### config.mk
export PLATFORM = sky130hd
export DESIGN_NAME = fetch_queue
export DESIGN_NICKNAME = d
export VERILOG_FILES = /design/src/rtl/fetch_pkg.sv /design/src/rtl/op_fifo.sv /design/src/rtl/fetch_queue.sv
export SDC_FILE = /design/constraint.sdc
export NUM_CORES = 1
export LEC_CHECK = 0
export BUFFER_PORTS_ARGS = -buffer_cell sky130_fd_sc_hd__buf_2
export CORE_MARGIN = 8
export CORE_UTILIZATION = 25
export DETAILED_ROUTE_END_ITERATION = 6
export GPL_TIMING_DRIVEN = 1
export PLACE_DENSITY_LB_ADDON = 0.08
export SLEW_MARGIN = 20
export SYNTH_ARGS = -nofsm -noshare
export SYNTH_HDL_FRONTEND = slang
export SYNTH_HIERARCHICAL = 1
export SYNTH_SLANG_ARGS = --single-unit
### constraint.sdc
create_clock -name clk -period 4.8 [get_ports clk]
set_input_delay 0.48 -clock clk [delete_from_list [all_inputs] [get_ports clk]]
set_output_delay 0.48 -clock clk [all_outputs]
set_load 0.01 [all_outputs]
### src/rtl/fetch_pkg.sv
// Shared types and constants for the instruction fetch/prefetch stage.
package fetch_pkg;

    localparam int OP_W = 16;
    localparam int PC_W = 16;
    localparam logic [PC_W-1:0] RESET_PC_DEFAULT = 16'h0000;

    typedef enum logic [1:0] {
        IDLE,
        REQ,
        DISCARD
    } state_t;

endpackage

### src/rtl/op_fifo.sv
// Small synchronous opcode FIFO holding {pc, opcode} pairs; flush beats push/pop.
module op_fifo #(
    parameter int DEPTH = 4,
    parameter int W     = 32
) (
    input  logic                       clk,
    input  logic                       rst_n,
    input  logic                       push,
    input  logic                       pop,
    input  logic                       flush,
    input  logic [W-1:0]               din,
    output logic [W-1:0]               head,
    output logic [$clog2(DEPTH+1)-1:0] count
);

    localparam int AW = (DEPTH > 1) ? $clog2(DEPTH) : 1;
    localparam int CW = $clog2(DEPTH+1);

    logic [W-1:0]  mem_reg [DEPTH];
    logic [AW-1:0] wr_ptr_reg;
    logic [AW-1:0] rd_ptr_reg;
    logic [CW-1:0] count_reg;
    logic          push_ok;
    logic          pop_ok;

    assign push_ok = push && !flush;
    assign pop_ok  = pop && !flush && (count_reg != '0);

    // Storage carries no reset; entries are only observed when count_reg says they are live.
    always_ff @(posedge clk) begin
        if (push_ok) begin
            mem_reg[wr_ptr_reg] <= din;
        end
    end

    always_ff @(posedge clk or negedge rst_n) begin
        if (!rst_n) begin
            wr_ptr_reg <= '0;
            rd_ptr_reg <= '0;
            count_reg  <= '0;
        end else if (flush) begin
            wr_ptr_reg <= '0;
            rd_ptr_reg <= '0;
            count_reg  <= '0;
        end else begin
            if (push_ok) wr_ptr_reg <= wr_ptr_reg + AW'(1);
            if (pop_ok)  rd_ptr_reg <= rd_ptr_reg + AW'(1);
            case ({push_ok, pop_ok})
                2'b10:   count_reg <= count_reg + CW'(1);
                2'b01:   count_reg <= count_reg - CW'(1);
                default: count_reg <= count_reg;
            endcase
        end
    end

    // Head is read combinationally so a push at t is visible at t+1.
    assign head  = (count_reg == '0) ? '0 : mem_reg[rd_ptr_reg];
    assign count = count_reg;

endmodule

### src/rtl/fetch_queue.sv
// Instruction fetch/prefetch: PC, req/ack memory handshake, opcode queue, branch flush.
module fetch_queue
    import fetch_pkg::*;
#(
    parameter int              DEPTH    = 4,
    parameter logic [PC_W-1:0] RESET_PC = RESET_PC_DEFAULT
) (
    input  logic                       clk,
    input  logic                       rst_n,
    input  logic                       en,
    input  logic                       BR,
    input  logic [PC_W-1:0]            br_target,
    output logic                       imem_req,
    output logic [PC_W-1:0]            imem_addr,
    input  logic                       imem_ack,
    input  logic [OP_W-1:0]            imem_data,
    output logic [OP_W-1:0]            opCode,
    output logic [PC_W-1:0]            op_pc,
    output logic                       op_valid,
    input  logic                       op_take,
    output logic [$clog2(DEPTH+1)-1:0] count
);

    localparam int            CW      = $clog2(DEPTH+1);
    localparam logic [CW-1:0] DEPTH_C = CW'(DEPTH);

    state_t          state_reg, state_next;
    logic [PC_W-1:0] fetch_pc_reg, fetch_pc_next;
    logic [PC_W-1:0] imem_addr_reg, imem_addr_next;
    logic            push;
    logic            pop;
    logic [CW-1:0]   post_count;

    // A branch cycle neither pushes nor pops; the flush wins.
    assign push       = (state_reg == REQ) && imem_ack && !BR;
    assign pop        = op_take && op_valid && en && !BR;
    assign post_count = count + CW'(push) - CW'(pop);

    op_fifo #(
        .DEPTH (DEPTH),
        .W     (PC_W + OP_W)
    ) u_op_fifo (
        .clk   (clk),
        .rst_n (rst_n),
        .push  (push),
        .pop   (pop),
        .flush (BR),
        .din   ({imem_addr_reg, imem_data}),
        .head  ({op_pc, opCode}),
        .count (count)
    );

    always_ff @(posedge clk or negedge rst_n) begin
        if (!rst_n) begin
            state_reg     <= IDLE;
            fetch_pc_reg  <= RESET_PC;
            imem_addr_reg <= RESET_PC;
        end else begin
            state_reg     <= state_next;
            fetch_pc_reg  <= fetch_pc_next;
            imem_addr_reg <= imem_addr_next;
        end
    end

    // While in REQ, fetch_pc_reg always equals the address on the bus.
    always_comb begin
        state_next     = state_reg;
        fetch_pc_next  = fetch_pc_reg;
        imem_addr_next = imem_addr_reg;
        case (state_reg)
            IDLE: begin
                if (BR) begin
                    fetch_pc_next = br_target;
                    if (en) begin
                        state_next     = REQ;
                        imem_addr_next = br_target;
                    end
                end else if (en && (count < DEPTH_C)) begin
                    state_next     = REQ;
                    imem_addr_next = fetch_pc_reg;
                end
            end
            REQ: begin
                if (BR) begin
                    fetch_pc_next = br_target;
                    if (!imem_ack) begin
                        state_next = DISCARD;
                    end else if (en) begin
                        imem_addr_next = br_target;
                    end else begin
                        state_next = IDLE;
                    end
                end else if (imem_ack) begin
                    fetch_pc_next = fetch_pc_reg + PC_W'(1);
                    // The outstanding slot is re-reserved only if the queue still has room.
                    if (en && (post_count < DEPTH_C)) begin
                        imem_addr_next = fetch_pc_reg + PC_W'(1);
                    end else begin
                        state_next = IDLE;
                    end
                end
            end
            DISCARD: begin
                if (BR) begin
                    fetch_pc_next = br_target;
                end
                if (imem_ack) begin
                    if (en) begin
                        state_next     = REQ;
                        imem_addr_next = fetch_pc_next;
                    end else begin
                        state_next = IDLE;
                    end
                end
            end
            default: state_next = IDLE;
        endcase
    end

    assign imem_req  = (state_reg != IDLE);
    assign imem_addr = imem_addr_reg;
    assign op_valid  = (count != '0);

endmodule
* After elaboration in Yosys (flattened, before gate mapping) *
Memories as Yosys holds them, arrays and structs flattened.
Index checks and enable logic that the tools add are counted.
Widths: inputs -> output; s select.

operators by class
  magnitude comparators = 2
  reductions and logical operators = 24
  bitwise logic cells = 0
  add/sub/neg operators = 7
  mux-type cells = 34
  div/mod/pow operators = 0
  equal/unequal tests = 13
  shift operators = 0
  multipliers = 0

operator list
  kind                   number
  $mux 16                12
  $pmux 16 s3            1
  $mux 32                1
  $pmux 16 s2            1
  $mux 2                 13
  $add 16x1->16 const B  1
  $ne 3x3->1 const B     4
  $reduce_and 6->1       2
  $logic_and 1x1->1      10
  $reduce_bool 3->1      3
  $reduce_bool 2->1      4
  $lt 3x3->1 const B     2
  $ne 2x2->1 const B     3
  $pmux 2 s3             1
  $pmux 3 s2             1
  $add 2x1->2 const B    2
  $eq 2x1->1 const B     2
  $eq 2x2->1 const B     2
  $ne 4x4->1 const B     1
  $add 3x1->3            1
  $add 3x1->3 const B    1
  $logic_not 3->1        1
  $mux 1                 3
  $mux 3                 1
  7 further kinds        7

storage, ports and cells
  register bits after elaboration = 41
  output and inout bits = 53
  memories = 1
  bits of input ports = 38
  bits in read-only memories = 0
  latch bits = 0
  logic and storage cells = 87
  bits in writable memories = 128

memories
  memory             depth  bits a word  read ports  clocked after memory_dff  write ports  line           text
  u_op_fifo.mem_reg  4      32           1           0                         1            op_fifo.sv:19  logic [W-1:0] mem_reg [DEPTH];

* Depth between registers and ports, before layout *
  word-level depth = 11
  depth in mapped cells = 16

* Cells and area by module *
Netlist, hierarchy kept.

by module, submodules not included
  module       area an instance (µm²)  sequential area each (µm²)  cells each  instances
  op_fifo      5335.1                  4018.9                      251         1
  fetch_queue  2991.6                  850.8                       363         1

* Worst setup path before layout *
Ideal clock, no wire load.

  path kind = in2reg
  start = input BR
  end = register imem_addr_reg[7], in the netlist imem_addr[7]
  stages = 16
  path slack = 0.875 ns
  setup time = 0.125 ns
  arrival time = 3.800 ns
  data required time = 4.675 ns
  cell sequence = clkbuf_1 -> clkbuf_1 -> inv_1 -> clkbuf_1 -> and4_1 -> ha_1 -> inv_1 -> ha_1 -> and3b_1 -> or4b_1 -> and3_1 -> buf_6 -> or2_1 -> buf_6 -> buf_8 -> mux2_4

between the ends
  elaborated cells between the ends (all ways) = 16

RTL lines
  what                               line               text
  start, declared                    fetch_queue.sv:11  input logic BR,
  $logic_not 1->1                    fetch_queue.sv:36  assign pop = op_take && op_valid && en && !BR;
  $logic_and 1x1->1                  fetch_queue.sv:36
  named net pop                      fetch_queue.sv:31  logic pop;
  $sub 3x1->3                        fetch_queue.sv:37  assign post_count = count + CW'(push) - CW'(pop);
  $lt 3x3->1                         fetch_queue.sv:96  if (en && (post_count < DEPTH_C)) begin
  $logic_and 1x1->1                  fetch_queue.sv:96
  $ne 3x2->1 (no source line)        -
  $reduce_and 6->1 (no source line)  -
  end signal, assigned               fetch_queue.sv:61  imem_addr_reg <= imem_addr_next;
  end, declared                      fetch_queue.sv:29  logic [PC_W-1:0] imem_addr_reg, imem_addr_next;

The timed path passes the listed nets, and every way through them passes these cells. The select of a mux whose other input is x is not followed.
A chain may end at the register's enable or synchronous reset.

* Final worst setup path *
  start = register state_reg[1]
  end = register imem_addr_reg[7], in the netlist imem_addr[7]

between the ends
  longest elaborated chain between the ends = 9
  elaborated cells between the ends (all ways) = 17

ends and longest elaborated chain
  what                               line               text
  start, declared                    fetch_queue.sv:27  state_t state_reg, state_next;
  start signal, assigned             fetch_queue.sv:59  state_reg <= state_next;
  $eq 2x1->1                         fetch_queue.sv:35  assign push = (state_reg == REQ) && imem_ack && !BR;
  $logic_and 1x1->1 (2 in a row)     fetch_queue.sv:35
  named net push                     fetch_queue.sv:30  logic push;
  $add 3x1->3                        fetch_queue.sv:37
  $sub 3x1->3                        fetch_queue.sv:37
  $lt 3x3->1                         fetch_queue.sv:96
  $logic_and 1x1->1                  fetch_queue.sv:96
  $ne 3x2->1 (no source line)        -
  $reduce_and 6->1 (no source line)  -

The timed path passes the listed nets, and every way through them passes these cells.

==> parameters.txt <==
Parameter                              Value

Synth
  Register bit total from synthesis ... 169
  Number of synthesized flops with an enable pin ... 128
  Fraction of the yosys area taken by sequential cells ... 58.5%
  Post-synthesis cell area ... 0.00833 mm2
  Ys async rst share ... 24.3%
  Distinct cell type count of the synthesized netlist ... between 60 and 70
  Yosys synthesis warning count ... 6
  Most used DFF post-synth ... edfxtp_1
  Post-Syn Nets ... about 660
  Synth Instances ... 614
  Average instance area after synthesis ... 13.6 um2

Pwr
  Sequential power share ... approximately two fifths
  Overall power of the completed layout ... 5200 uW
  Cell leakage power ... 0.00346 uW
  Power Density ... 530 mW/mm2
  Largest vdd supply drop ... 0.245 mV
  Relative contribution of the clock network to total power ... 27.3%
  Internal power ... 3200 uW
  Switching Power ... 2000 uW
  Comb power frac ... 31.1%
  Switching Share ... 38.4%

Cells and area
  Number of fillers in the final layout ... 3411
  Number of nets in the finished design ... 733
  Fraction of layout instances using a drive strength above 1 ... 28.7%
  Antenna Cells ... 0
  Growth of design area from synthesis to finish ... 17.9%
  Flip-flop count of the largest register after layout ... 128
  Most common cell after layout, fill and taps aside ... edfxtp_1
  Most used cells in the layout excluding fill and tap cells ... edfxtp_1, buf_2, nor2b_1, o21ai_0, dfrtp_1
  Non-filler cells, final ... 1144

Global route
  First-pass GRT wire length ... 35700 um
  Total gr overflow ... 0
  Largest net degree at the start of global routing ... 65
  Aggregate global-route resource usage ... 12.0%
  Via count of the first global-routing pass ... 5700
  Antenna violations before repair ... 0

Critical path
  Critical path data required time ... 5.10 ns
  CP Max Fanout ... 16
  Crit path DAT ... 4.13 ns
  Cell-by-cell listing of the critical path ... inv_1, ha_1, nor2b_1, and2_1, inv_1, ha_1, inv_1, ha_1, and3b_1, or4b_1, and3_1, or2_1, mux2_4
  Critical Path Start Type ... flop
  Master of the slowest instance on the critical path ... or4b_1
  Delay of the slowest cell on the worst path ... 0.54 ns
  Worst Path Class, Setup ... flop to flop
  Crit. End Element ... flop
  Worst-case register-to-register setup slack ... 0.97 ns

Drt
  Number of remaining DRC errors ... 0
  Routed metal-1 wirelength ... 10800 um
  DRT Pass-1 Iters ... 5
  Top Layer Used ... met4
  Number of design-rule violations left by the first detailed-router iteration ... 331
  Met2 WL ... 11400 um
  Via count ... 5444
  Post-detailed-routing wire length ... 23300 um
  Average via count per standard cell ... between 4 and 5
  Detailed route wirelength on metal3 ... 869 um
  Antenna Violating Nets Remaining ... 0
  Routed wire per std cell ... 20.4 um

Die
  Die Outline Area ... 0.0394 mm2
  Number of rows in the core area ... 67
  Effective utilization at floorplan ... 25.1%
  Placeable core region ... between 0.03 and 0.04 mm2
  IO Pins ... a little over 90
  Die boundary width ... around 200 um
  Die Y-Extent ... 199 um

CTS
  H-tree depth ... 4
  Clock Root Buffer ... clkbuf_16
  Hold Buf Count CTS ... 0
  Num CTS Buffers ... 17
  Clock sink count ... around 170
  Clock tree from TritonCTS ... yes
  Buffers inserted during post-CTS setup optimization ... 0
  Post-cts sizing count ... 0
  Clock insertion delay at the later pin of the skew report ... 0.42 ns
  Number of buffers between clock root and the deepest sink ... 2
  Clock Pin Slew Worst Setup and Hold Paths ... 0.08 ns

Placement
  Placed Cells incl. Taps ... 1112
  DPL Wire Length ... around 16000 um
  Placer's final routability congestion estimate ... 0.782
  Count of port buffers added during placement ... 90

Timing
  Number of setup violations in the final report ... 0
  Least-Margin Pin Slew ... 1.02 ns
  Unrepaired setup endpoints after global routing ... no
  Total Neg Setup Slack ... 0 ns
  Final setup skew ... 0.0188 ns
  Relative slew slack ... 31.2%
  Final worst-path cycle share ... 79.8%
  Final hold vios ... 0
  Max Slew Vio Count ... 0
  Time the worst path needs with I/O delays and setup ... approximately 3.8 ns
  Highest clock rate ... 0.261 GHz

Worst hold path
  Worst hold-check path type ... input port to async pin

Status
  Status ... completed

Run
  Maximum capacitance violations ... 0
==> final cells by class <==
class	count	area, um2	share of cell area (%)
multi-input combinational	378	3150	32.1
sequential	169	4870	49.6
tap	448	561	5.71
inverter	16	60.1	0.612
clock inverter	15	211	2.15
clock buffer	17	425	4.33
timing repair buffer	101	536	5.45
==> cells in the mapped netlist, types with 7 or more instances <==
library cell / instances / area [um2]
a221o_1: 9 / 90.1
mux4_2: 32 / 721
o22ai_1: 7 / 43.8
nand3_1: 9 / 45.0
clkbuf_1: 31 / 116
edfxtp_1: 128 / 3840
nor2b_1: 39 / 244
inv_1: 15 / 56.3
o21ai_0: 39 / 195
mux2i_1: 12 / 120
nand2_1: 18 / 67.6
dfrtp_1: 41 / 1030
nand4_1: 7 / 43.8
a21oi_1: 30 / 150
xnor2_1: 9 / 78.8
ha_1: 11 / 138
mux2_2: 18 / 203
nor3_1: 8 / 40.0
nor2_1: 21 / 78.8
buf_2: 8 / 40.0
==> kinds of logic (layout without fill, tap and decap cells) <==
| logic type | count (synthesis) | count (layout) | share of synthesized area, % |
|---|---|---|---|
| compound gates | 144 | 144 | 11.7 |
| mux | 64 | 64 | 12.9 |
| buf+inv | 67 | 149 | 3.82 |
| flops | 169 | 169 | 58.5 |
| simple gates | 144 | 144 | 9.72 |
| xor+xnor | 14 | 14 | 1.47 |
| fa+ha+maj | 12 | 12 | 1.89 |
==> power groups by stage <==
| stage | clock network (uW) | registers (uW) | logic (uW) |
|---|---|---|---|
| 2_1_floorplan | 0 | 2020 | 1220 |
| 3_3_place_gp | 0 | 2190 | 1620 |
| 3_5_place_dp | 0 | 2200 | 1630 |
| 4_1_cts | 1470 | 2170 | 1640 |
| 5_1_grt | 1530 | 2210 | 1790 |
| 6_report | 1420 | 2170 | 1620 |
==> worst max-delay path, delay by kind of cell (launching register included) <==
| kind | cells | cell delay [ns] |
|---|---|---|
| flops | 1 | 0.42 |
| buf+inv | 3 | 0.19 |
| mux | 1 | 0.38 |
| simple gates | 6 | 2.17 |
| fa+ha+maj | 3 | 0.53 |
==> metrics by stage <==
stage	util, %	instance area, um2	setup WS [ns]	hold WS [ns]
after floorplan	-	8330	0.875	0.184
after global placement	27.6	9180	0.931	0.548
after detailed placement	27.6	9180	0.807	0.573
after CTS	29.6	9810	0.930	0.243
after global routing	29.6	9820	0.718	0.0678
final	29.6	9820	0.971	0.0437
==> routing by layer <==
metal  up-vias  track usage, %
met2       123            20.0
met1      2772            15.8
met5         -               0
met4         0            3.24
li1       2538               -
met3        11            2.25
==> path summary, 6_finish.rpt <==
kind,start,end,depth (start not counted)
min in group clk,imem_data[3],u_op_fifo/mem_reg[3][3],1
max,state_reg[1],imem_addr[7],13
max reg2reg,state_reg[1],imem_addr[7],13
min reg2reg,state_reg[1],state_reg[1],1
min,rst_n,state_reg[1],1
max in group asynchronous,rst_n,u_op_fifo/rd_ptr_reg[0],1
Note: power is estimated with default switching activity, not from simulation.
